File: src/rtl/seg7_decoder.sv
// Hex nibble to seven-segment decoder with a combinational output and a
// registered output; both share one decode and one polarity stage.
module seg7_decoder #(
    parameter bit ACTIVE_LOW = 1'b0
) (
    input  logic       i_clk,
    input  logic       i_rst_n,
    input  logic [3:0] iv_digit,
    input  logic       i_blank,
    output logic [6:0] ov_seg_async,
    output logic [6:0] ov_seg_sync
);

    // XOR mask applied after decode; also the "all segments off" value.
    localparam logic [6:0] POL_MASK = ACTIVE_LOW ? 7'h7F : 7'h00;

    // Active-high glyphs, bit0=a .. bit6=g.
    function automatic logic [6:0] hex_to_seg(input logic [3:0] digit);
        logic [6:0] seg;
        seg = 7'h00;
        case (digit)
            4'h0:    seg = 7'h3F;
            4'h1:    seg = 7'h06;
            4'h2:    seg = 7'h5B;
            4'h3:    seg = 7'h4F;
            4'h4:    seg = 7'h66;
            4'h5:    seg = 7'h6D;
            4'h6:    seg = 7'h7D;
            4'h7:    seg = 7'h07;
            4'h8:    seg = 7'h7F;
            4'h9:    seg = 7'h6F;
            4'hA:    seg = 7'h77;
            4'hB:    seg = 7'h7C;
            4'hC:    seg = 7'h39;
            4'hD:    seg = 7'h5E;
            4'hE:    seg = 7'h79;
            4'hF:    seg = 7'h71;
            default: seg = 7'h00;
        endcase
        return seg;
    endfunction

    logic [6:0] seg_hi_s;
    logic [6:0] seg_sync_r;

    // Shared decode; blank overrides the digit before polarity is applied.
    always_comb begin
        seg_hi_s = 7'h00;
        if (i_blank) begin
            seg_hi_s = 7'h00;
        end else begin
            seg_hi_s = hex_to_seg(iv_digit);
        end
    end

    assign ov_seg_async = seg_hi_s ^ POL_MASK;

    // Output register: reset shows a dark digit in either polarity.
    always_ff @(posedge i_clk or negedge i_rst_n) begin
        if (!i_rst_n) begin
            seg_sync_r <= POL_MASK;
        end else begin
            seg_sync_r <= ov_seg_async;
        end
    end

    assign ov_seg_sync = seg_sync_r;

endmodule

File: config.mk
export PLATFORM = sky130hd
export DESIGN_NAME = seg7_decoder
export DESIGN_NICKNAME = d
export VERILOG_FILES = /design/src/rtl/seg7_decoder.sv
export SDC_FILE = /design/constraint.sdc
export NUM_CORES = 1
export LEC_CHECK = 0
export CORE_AREA = 2 2 39 41
export DETAILED_ROUTE_END_ITERATION = 10
export DIE_AREA = 0 0 41 43
export PLACE_DENSITY = 0.75
export SLEW_MARGIN = 20
export SYNTH_ARGS = -nofsm -noshare
export SYNTH_HDL_FRONTEND = slang
export SYNTH_SLANG_ARGS = --single-unit
export TNS_END_PERCENT = 50
File: constraint.sdc
create_clock -name i_clk -period 3.17 [get_ports i_clk]
set_input_delay 0.634 -clock i_clk [delete_from_list [all_inputs] [get_ports i_clk]]
set_output_delay 0.634 -clock i_clk [all_outputs]
set_load 0.05 [all_outputs]
==> summary.md <==
| Metric | Value |
|---|---|
| WL met3 | `85 um` |
| N_diodes | `0` |
| Placed Cells | `80` |
| Highest routed layer | `met3` |
| Vias in the first global route | `406` |
| Fin. Hold Viols | `0` |
| Synth warn | `0` |
| Crit Path Category | `in2out` |
| CTS Buf Count | `3` |
| Nets | `82` |
| Worst slew margin | `0.638` |
| Met2 wire len | `572 um` |
| CTS resizes | `0` |
| Clock sinks | `7` |
| Hold WC Path Type | `in2async` |
| DIE AREA | `1760 sq um` |
| Crit Path Max Fanout | `4` |
| Core box area | `1380 sq um` |
| Sequential share of the synthesized area | `0.394` |
| Post-Syn Area | `444 sq um` |
| Final Max Tran Viols | `0` |
| CTS H-Tree Depth | `1` |
| Maxcap violations | `0` |
| Max Freq | `327 MHz` |
| Period utilisation layout | `0.965` |
| Syn Nets | `53` |
| First-pass GRT wire length | `1700 um` |
| RSZ-0062 raised after global routing | `false` |
| Worst-case clock buffer depth | `2` |
| Post-synthesis cell count | `40` |
| Status | `finished clean` |
| Pre-antenna DRT Iters | `4` |
| Flops & latches, synth | `7` |
| Final setup TNS | `0 ns` |
| Cts hold-fix bufs | `0` |
| CTS tree | `done` |
| Final Non-Filler Cells | `84` |
| Leak | `0.376 nW` |
| DP HPWL | `869 um` |
| Req. time, crit path | `2.54 ns` |
| DRT iter0 DRCs | `9` |
| Worst vdd ir | `0.000124 V` |
| Worst slew pin tran | `0.540 ns` |
| Tmin final | `3.06 ns` |
| GR Overflow Total | `0` |
| Reg clk slew, reported paths | `0.05 ns` |
| Vias/cell | `4.99` |
| Unique masters post-synth | `16` |
| Synthesis-to-layout area growth | `77.7%` |
| Drc violations | `0` |
| Setup repair bufs after CTS | `0` |
| Largest register FFs | `7` |
| Mapped Avg Cell Area | `11.1 sq um` |
| Port bufs | `20` |
| Via count | `419` |
| DR WL/cell | `12.4 um` |
| Met1 WL | `386 um` |
| Routability cong. | `0.782` |
| Share of cells above drive strength 1 | `0.265` |
| Antenna violations before repair | `0` |
| Count of final setup violators | `0` |
| FP Rows | `14` |
| Startpoint type of the worst setup path | `primary input` |
| Antenna viol nets, final | `0` |
| Die width | `41 um` |
| CP endpoint kind | `output pin` |
| Die height | `43 um` |
| Total Routing Usage GR | `0.140` |
| Initial Util | `0.321` |
| IO Pins | `21` |
| Crit path DAT | `2.43 ns` |
| Power per cell area | `410 nW/um^2` |
| Largest net degree at the start of global routing | `10` |
| Final wirelength | `1040 um` |
| Root buffer cell | `clkbuf_4` |
-- where the power goes --
group	total (W)	leakage (nW)	switching, W	internal [W]
Clock	0.0000777	0.0150	0.0000298	0.0000478
Sequential	0.0000981	0.0868	0.00000160	0.0000965
Combinational	0.000148	0.274	0.0000845	0.0000633
-- layout make-up --
type	instances	area [sq um]
well taps	16	20.0
multi-input cells	27	238
repair buffers	26	315
clock buffers	4	26.3
flip-flops and latches	7	175
fillers	120	594
inverters	4	15.0
-- layout by cell type, fill, tap and decap left out, drive strengths merged, types with 2 or more instances in the layout --
cell type / count
a211oi: 2
clkbuf: 4
a221oi: 2
clkdlybuf4s50: 13
ha: 6
mux2i: 3
dfrtp: 7
nor2: 6
inv: 4
nor3: 2
buf: 13
-- routing by layer --
layer | vias up | GRT usage
li1 | 202 | -
met1 | 198 | 0.148
met2 | 19 | 0.244
met3 | 0 | 0.0366
met4 | 0 | 0.0600
met5 | - | 0
-- synthesized netlist by cell type --
library cell	n	area [sq um]
a31o_2	1	8.76
buf_6	1	11.3
mux2_2	1	11.3
a311oi_1	1	8.76
a211oi_1	2	15.0
dfrtp_1	7	175
a221oi_1	2	17.5
nor2_1	6	22.5
inv_1	4	15.0
mux4_1	1	26.3
and2b_1	1	7.51
ha_1	6	75.1
buf_2	1	5.00
mux2i_1	3	30.0
nor3_1	2	10.0
a21oi_1	1	5.00
-- final timing paths --
path	end	cells after the start	from	slack [ns]
worst max-delay path	ov_seg_async[3]	7	iv_digit[0]	0.11
worst min-delay path	ov_seg_sync[2]	1	i_rst_n	0.65
max in group asynchronous	ov_seg_sync[6]	1	i_rst_n	2.28
min in group i_clk	ov_seg_sync[3]	2	i_blank	1.21
-- through the flow --
step / instance area (sq um) / hold slack (ns) / util / setup WS [ns] / power, W
floorplan: 444 / 0.338 / - / 0.0940 / 0.000178
global placement: 763 / 0.905 / 0.552 / 0.172 / 0.000245
detailed placement: 763 / 0.914 / 0.552 / 0.101 / 0.000248
CTS: 790 / 0.647 / 0.571 / 0.0985 / 0.000329
global route: 790 / 0.653 / 0.571 / 0.0221 / 0.000341
finish: 790 / 0.650 / 0.571 / 0.111 / 0.000324
-- cell families (layout without fill, tap and decap cells) --
kind of cell | count (synthesis) | count (layout) | synth area share
and+or+nand+nor | 9 | 9 | 0.0901
AOI/OAI and AO/OA | 7 | 7 | 0.124
DFF | 7 | 7 | 0.394
adders and majority gates | 6 | 6 | 0.169
buffers and inverters | 6 | 34 | 0.0704
muxes | 5 | 5 | 0.152
-- critical path, stage by stage --
cell and delay [ns]:
clkdlybuf4s50_1 0.48, inv_1 0.09, ha_1 0.28, inv_1 0.05
mux4_1 0.48, nor2_1 0.23, buf_12 0.17
(Power assumes the default switching activity.)
